[src/rtl/mem_arbiter.sv]
// Two-port SRAM arbiter (0 = calculator controller, 1 = host loader) with burst lock; MEM_ARB_FIXED_PRIO_EN selects fixed port-0 priority.
// Latency: grant and SRAM strobe in the request cycle, rvalid/rdata one cycle later.
// Backpressure: a requester holds its command until granted; a locked owner is preempted after LOCK_MAX beats if the other port waits.
package calculator_pkg;
  localparam int ADDR_W        = 8;
  localparam int MEM_WORD_SIZE = 8;
endpackage

module mem_arbiter #(
  parameter int ADDR_W        = calculator_pkg::ADDR_W,
  parameter int MEM_WORD_SIZE = calculator_pkg::MEM_WORD_SIZE,
  parameter int LOCK_MAX      = 16
) (
  input  logic                     clk_i,
  input  logic                     rst_ni,
  input  logic                     req_0,
  input  logic                     we_0,
  input  logic                     lock_0,
  input  logic [ADDR_W-1:0]        addr_0,
  input  logic [MEM_WORD_SIZE-1:0] wdata_0,
  output logic                     gnt_0,
  output logic                     rvalid_0,
  output logic [MEM_WORD_SIZE-1:0] rdata_0,
  input  logic                     req_1,
  input  logic                     we_1,
  input  logic                     lock_1,
  input  logic [ADDR_W-1:0]        addr_1,
  input  logic [MEM_WORD_SIZE-1:0] wdata_1,
  output logic                     gnt_1,
  output logic                     rvalid_1,
  output logic [MEM_WORD_SIZE-1:0] rdata_1,
  output logic                     mem_read_n,
  output logic                     mem_write_n,
  output logic [ADDR_W-1:0]        mem_addr,
  output logic [MEM_WORD_SIZE-1:0] mem_wdata,
  input  logic [MEM_WORD_SIZE-1:0] mem_rdata
);

  localparam int               CNT_W   = $clog2(LOCK_MAX + 1);
  localparam logic [CNT_W-1:0] CNT_LIM = CNT_W'(LOCK_MAX);
`ifdef MEM_ARB_FIXED_PRIO_EN
  localparam bit PREEMPT_OWN0 = 1'b0;
`else
  localparam bit PREEMPT_OWN0 = 1'b1;
`endif

  typedef enum logic [1:0] {S_IDLE, S_OWN0, S_OWN1} state_t;

  state_t           state_q, state_d;
  logic [CNT_W-1:0] cnt_q, cnt_d, cnt_inc;
  logic             cnt_full;
  logic             gnt0_c, gnt1_c;
  logic             tie_to_1;

`ifdef MEM_ARB_FIXED_PRIO_EN
  assign tie_to_1 = 1'b0;
`else
  logic rr_q, rr_d;
  assign tie_to_1 = rr_q;
`endif

  // The counter covers the whole tenure, the beat that took the lock included.
  assign cnt_full = (cnt_q >= CNT_LIM);
  assign cnt_inc  = cnt_full ? cnt_q : cnt_q + CNT_W'(1);

  always_comb begin
    gnt0_c  = 1'b0;
    gnt1_c  = 1'b0;
    state_d = state_q;
    cnt_d   = cnt_q;
    case (state_q)
      S_IDLE: begin
        if (req_0 && (!req_1 || !tie_to_1)) begin
          gnt0_c = 1'b1;
          if (lock_0) begin
            state_d = S_OWN0;
            cnt_d   = CNT_W'(1);
          end
        end else if (req_1) begin
          gnt1_c = 1'b1;
          if (lock_1) begin
            state_d = S_OWN1;
            cnt_d   = CNT_W'(1);
          end
        end
      end
      S_OWN0: begin
        if (PREEMPT_OWN0 && cnt_full && req_1) begin
          state_d = S_IDLE;
        end else if (req_0) begin
          gnt0_c = 1'b1;
          cnt_d  = cnt_inc;
          if (!lock_0 || (PREEMPT_OWN0 && (cnt_inc >= CNT_LIM) && req_1))
            state_d = S_IDLE;
        end else if (!lock_0) begin
          state_d = S_IDLE;
        end
      end
      S_OWN1: begin
        if (cnt_full && req_0) begin
          state_d = S_IDLE;
        end else if (req_1) begin
          gnt1_c = 1'b1;
          cnt_d  = cnt_inc;
          if (!lock_1 || ((cnt_inc >= CNT_LIM) && req_0))
            state_d = S_IDLE;
        end else if (!lock_1) begin
          state_d = S_IDLE;
        end
      end
      default: state_d = S_IDLE;
    endcase
  end

`ifndef MEM_ARB_FIXED_PRIO_EN
  // Pointer always lands on the port that did not just get service.
  always_comb begin
    rr_d = rr_q;
    if (gnt0_c)
      rr_d = 1'b1;
    else if (gnt1_c)
      rr_d = 1'b0;
    else if (state_q == S_OWN0 && state_d == S_IDLE)
      rr_d = 1'b1;
    else if (state_q == S_OWN1 && state_d == S_IDLE)
      rr_d = 1'b0;
  end
`endif

  always_ff @(posedge clk_i or negedge rst_ni) begin
    if (!rst_ni) begin
      state_q  <= S_IDLE;
      cnt_q    <= '0;
      rvalid_0 <= 1'b0;
      rvalid_1 <= 1'b0;
`ifndef MEM_ARB_FIXED_PRIO_EN
      rr_q     <= 1'b0;
`endif
    end else begin
      state_q  <= state_d;
      cnt_q    <= cnt_d;
      rvalid_0 <= gnt0_c && !we_0;
      rvalid_1 <= gnt1_c && !we_1;
`ifndef MEM_ARB_FIXED_PRIO_EN
      rr_q     <= rr_d;
`endif
    end
  end

  // Grants are masked by reset so the SRAM sees no strobe while rst_ni is low.
  assign gnt_0 = gnt0_c && rst_ni;
  assign gnt_1 = gnt1_c && rst_ni;

  assign mem_read_n  = !((gnt_0 && !we_0) || (gnt_1 && !we_1));
  assign mem_write_n = !((gnt_0 && we_0) || (gnt_1 && we_1));
  assign mem_addr    = gnt_0 ? addr_0  : (gnt_1 ? addr_1  : '0);
  assign mem_wdata   = gnt_0 ? wdata_0 : (gnt_1 ? wdata_1 : '0);

  assign rdata_0 = mem_rdata;
  assign rdata_1 = mem_rdata;

endmodule

[config.mk]
export PLATFORM = sky130hd
export DESIGN_NAME = mem_arbiter
export DESIGN_NICKNAME = d
export VERILOG_FILES = /design/src/rtl/mem_arbiter.sv
export SDC_FILE = /design/constraint.sdc
export NUM_CORES = 1
export LEC_CHECK = 0
export ABC_CLOCK_PERIOD_IN_PS = 7400
export CORE_AREA = 2 2 59 61
export DETAILED_ROUTE_END_ITERATION = 6
export DIE_AREA = 0 0 61 63
export PLACE_DENSITY = 0.82
export SLEW_MARGIN = 25
export SYNTH_ARGS = -nofsm -noshare
export SYNTH_HDL_FRONTEND = slang
export SYNTH_SLANG_ARGS = --single-unit
[constraint.sdc]
create_clock -name clk_i -period 7.4 [get_ports clk_i]
set_input_delay 2.22 -clock clk_i [delete_from_list [all_inputs] [get_ports clk_i]]
set_output_delay 2.22 -clock clk_i [all_outputs]
set_load 0.01 [all_outputs]
==> qor.yml <==
outcome:
  run_status: "completed"
place:
  place_area_sq_um: 1580
  placed_cells: 212
  dp_hpwl_mm: 2.24
  gp_congestion: 0.895
  port_buffers: 61
synth:
  synth_cells: 125
  yosysSeqAreaShare_pct: 23.4
  ys_top_cells_by_area: "dfrtp_1 (23%), a22o_1 (14%), buf_4 (12%), ha_1 (7.0%), inv_1 (4.2%)"
  ys.warnings.count: 0
  yosys.area.top_type: "dfrtp_1"
  synth-seq-cells: 10
  avgSynthCellArea_sq_um: 8.56
  synth_top_area_share_pct: 23.4
  synth_cell_types: 36
  synth_fp_nets: 179
  synth_area_sq_um: 1070
critical_path:
  crit_chain: "clkdlybuf4s50_1 -> a21oi_1 -> o21ai_1 -> nor2_2 -> a22o_1 -> clkdlybuf4s50_1"
  max_stage_delay_ns: 0.60
  crit_path_max_fanout: 18
  worstSetupPathType: "primary input to primary output"
  crit_top_cell: "clkdlybuf4s50_1"
  critPathRequiredTime_ns: 5.18
  cp-end-kind: "primary output"
  cp.arrival_ns: 4.48
  cpMaxStageDelayCell: "clkdlybuf4s50_1"
  start_kind: "primary input"
cells_and_area:
  final_common_cell: "clkdlybuf4s50_1"
  final_cell_area_sq_um: 1620
  area_growth_pct: 51.0
  nets: 225
  nFillCells: 316
  drive_gt1_share_pct: 8.82
  fin_cells: 216
  antenna_cells: 0
  final_cell_mix: "clkdlybuf4s50_1 (61), a22o_1 (17), inv_1 (12)"
clock_tree:
  cts_resized: 0
  path_clk_slew_ns: 0.06
  cts-buffers-inserted: 3
  clockBufferDepth: 2
  cts_tree: "built"
  cts_hold_buffers: 0
  clkLatencyLatePin_ns: 0.27
  cts_sinks: 10
  cts_root_buf: "clkbuf_4"
  post_cts_buffers: 0
  htree_levels: 1
sta:
  setup_viol: 0
  fmax_mhz: 149
  finalHoldViolations: 0
  drv_slew: 0
  fin_hold_ws_ns: 0.502
  fin_crit_ns: 6.70
  setup_tns_ns: 0
  relSlewSlack_pct: 57.0
  final.setup_skew_ns: 0.00470
  tightest_slew_ns: 0.645
  rsz0062_at_grt: "false"
  fin_crit_sh_pct: 90.5
power:
  p_per_area_nw_per_um2: 254
  p_leak_nw: 0.648
  finalPower_w: 0.000410
  peakVddDrop_mv: 0.0971
  seqPwrFrac_pct: 21.1
  p_int_w: 0.000242
  p_sw_share_pct: 41.0
  switchingPower_w: 0.000168
  p_clk_share_pct: 12.0
  p_comb_share_pct: 66.9
grt:
  overflow: 0
  grt_pass1_vias: 985
  grt_pass1_wl_mm: 4.23
  antenna_found_initial: 0
  grt_max_degree: 19
  gr-usage-all-layers_pct: 14.3
drt:
  drtIter0Drc: 28
  vias_per_cell: 4.86
  wl_per_cell_um: 12.4
  drc: 0
  antenna_left: 0
  vias: 1050
  wirelength_mm: 2.67
  dr.pass1.iters: 4
job:
  drv_cap: 0
hold_path:
  hp-class: "flop to flop"
floorplanning:
  core_area_sq_um: 3230
  dieArea_sq_um: 3840
  start_util_pct: 33.1
  fp.dieW_um: 61
  num_rows: 21
  io_pins: 86
  fp.dieH_um: 63
[metrics by stage]
| step | setup slack (ns) | utilization (%) |
|---|---|---|
| final | 0.705 | 50.0 |
| after global routing | 0.471 | 50.0 |
| after CTS | 0.672 | 50.0 |
| after detailed placement | 0.672 | 48.9 |
| after global placement | 0.675 | 48.9 |
| after floorplan | 1.83 | - |
[worst max-delay path: cells and delay by family]
family / cells / cell delay [ns]
compound gates: 3 / 0.59
buf+inv: 2 / 1.13
simple gates: 1 / 0.54
[path summary, 6_finish.rpt]
kind	end	cells after the start	startpoint	slack, ns
max in group asynchronous	cnt_q[1]	2	rst_ni	4.93
setup reg to reg	cnt_q[3]	7	state_q[0]	5.45
setup / recovery	mem_addr[4]	6	req_1	0.70
hold / removal	cnt_q[2]	1	cnt_q[2]	0.50
hold reg to reg	cnt_q[2]	1	cnt_q[2]	0.50
min in group asynchronous	cnt_q[2]	2	rst_ni	2.32
[sequential cells by signal, indices dropped and copies added (netlist names)]
signal	cells
cnt_q	5
rr_q	1
rvalid_0	1
rvalid_1	1
state_q	2
[metal layers]
layer / share of wire, % / vias to the layer above / global-route usage, %
met4: 0.49 / 0 / 2.45
met3: 15 / 3 / 7.66
met2: 46 / 63 / 25.1
met5: 0 / - / 0
li1: - / 519 / -
met1: 38 / 465 / 14.8
[cell families after synthesis]
logic type	count (synthesis)	synth area share (%)
buf+inv	33	19.8
compound gates	50	36.3
fa+ha+maj	6	7.02
flops	10	23.4
simple gates	26	13.6
[synth_stat cells, drive strengths merged]
library cell and count:
a21boi 2, nor2b 1, a22oi 1, buf 21, dfrtp 10, o211ai 2
o21ai 9, nand3 1, o31ai 1, and2b 1, a2bb2oi 1, o221ai 1
nand4 2, nor2 7, a32oi 1, a22o 17, ha 6, a31oi 1
nor3 2, and2 2, o21a 3, or4 1, a21oi 8, o21bai 2
o22ai 1, nand2 9, inv 12
[layout make-up]
| type | instances | area (sq um) | area share (%) |
|---|---|---|---|
| inverters | 12 | 45.0 | 2.79 |
| well taps | 46 | 57.6 | 3.56 |
| multi-input cells | 82 | 608 | 37.6 |
| clock buffers | 4 | 36.3 | 2.25 |
| flip-flops and latches | 10 | 250 | 15.5 |
| repair buffers | 62 | 618 | 38.3 |
[power by group through the flow]
stage	Combinational [W]	Sequential (W)	Clock, W
finish	0.000274	0.0000867	0.0000492
global placement	0.000272	0.0000868	0
global route	0.000303	0.0000891	0.0000561
floorplan	0.000188	0.0000855	0
detailed placement	0.000274	0.0000871	0
CTS	0.000275	0.0000861	0.0000507
Note: power is estimated with default switching activity, not from simulation.
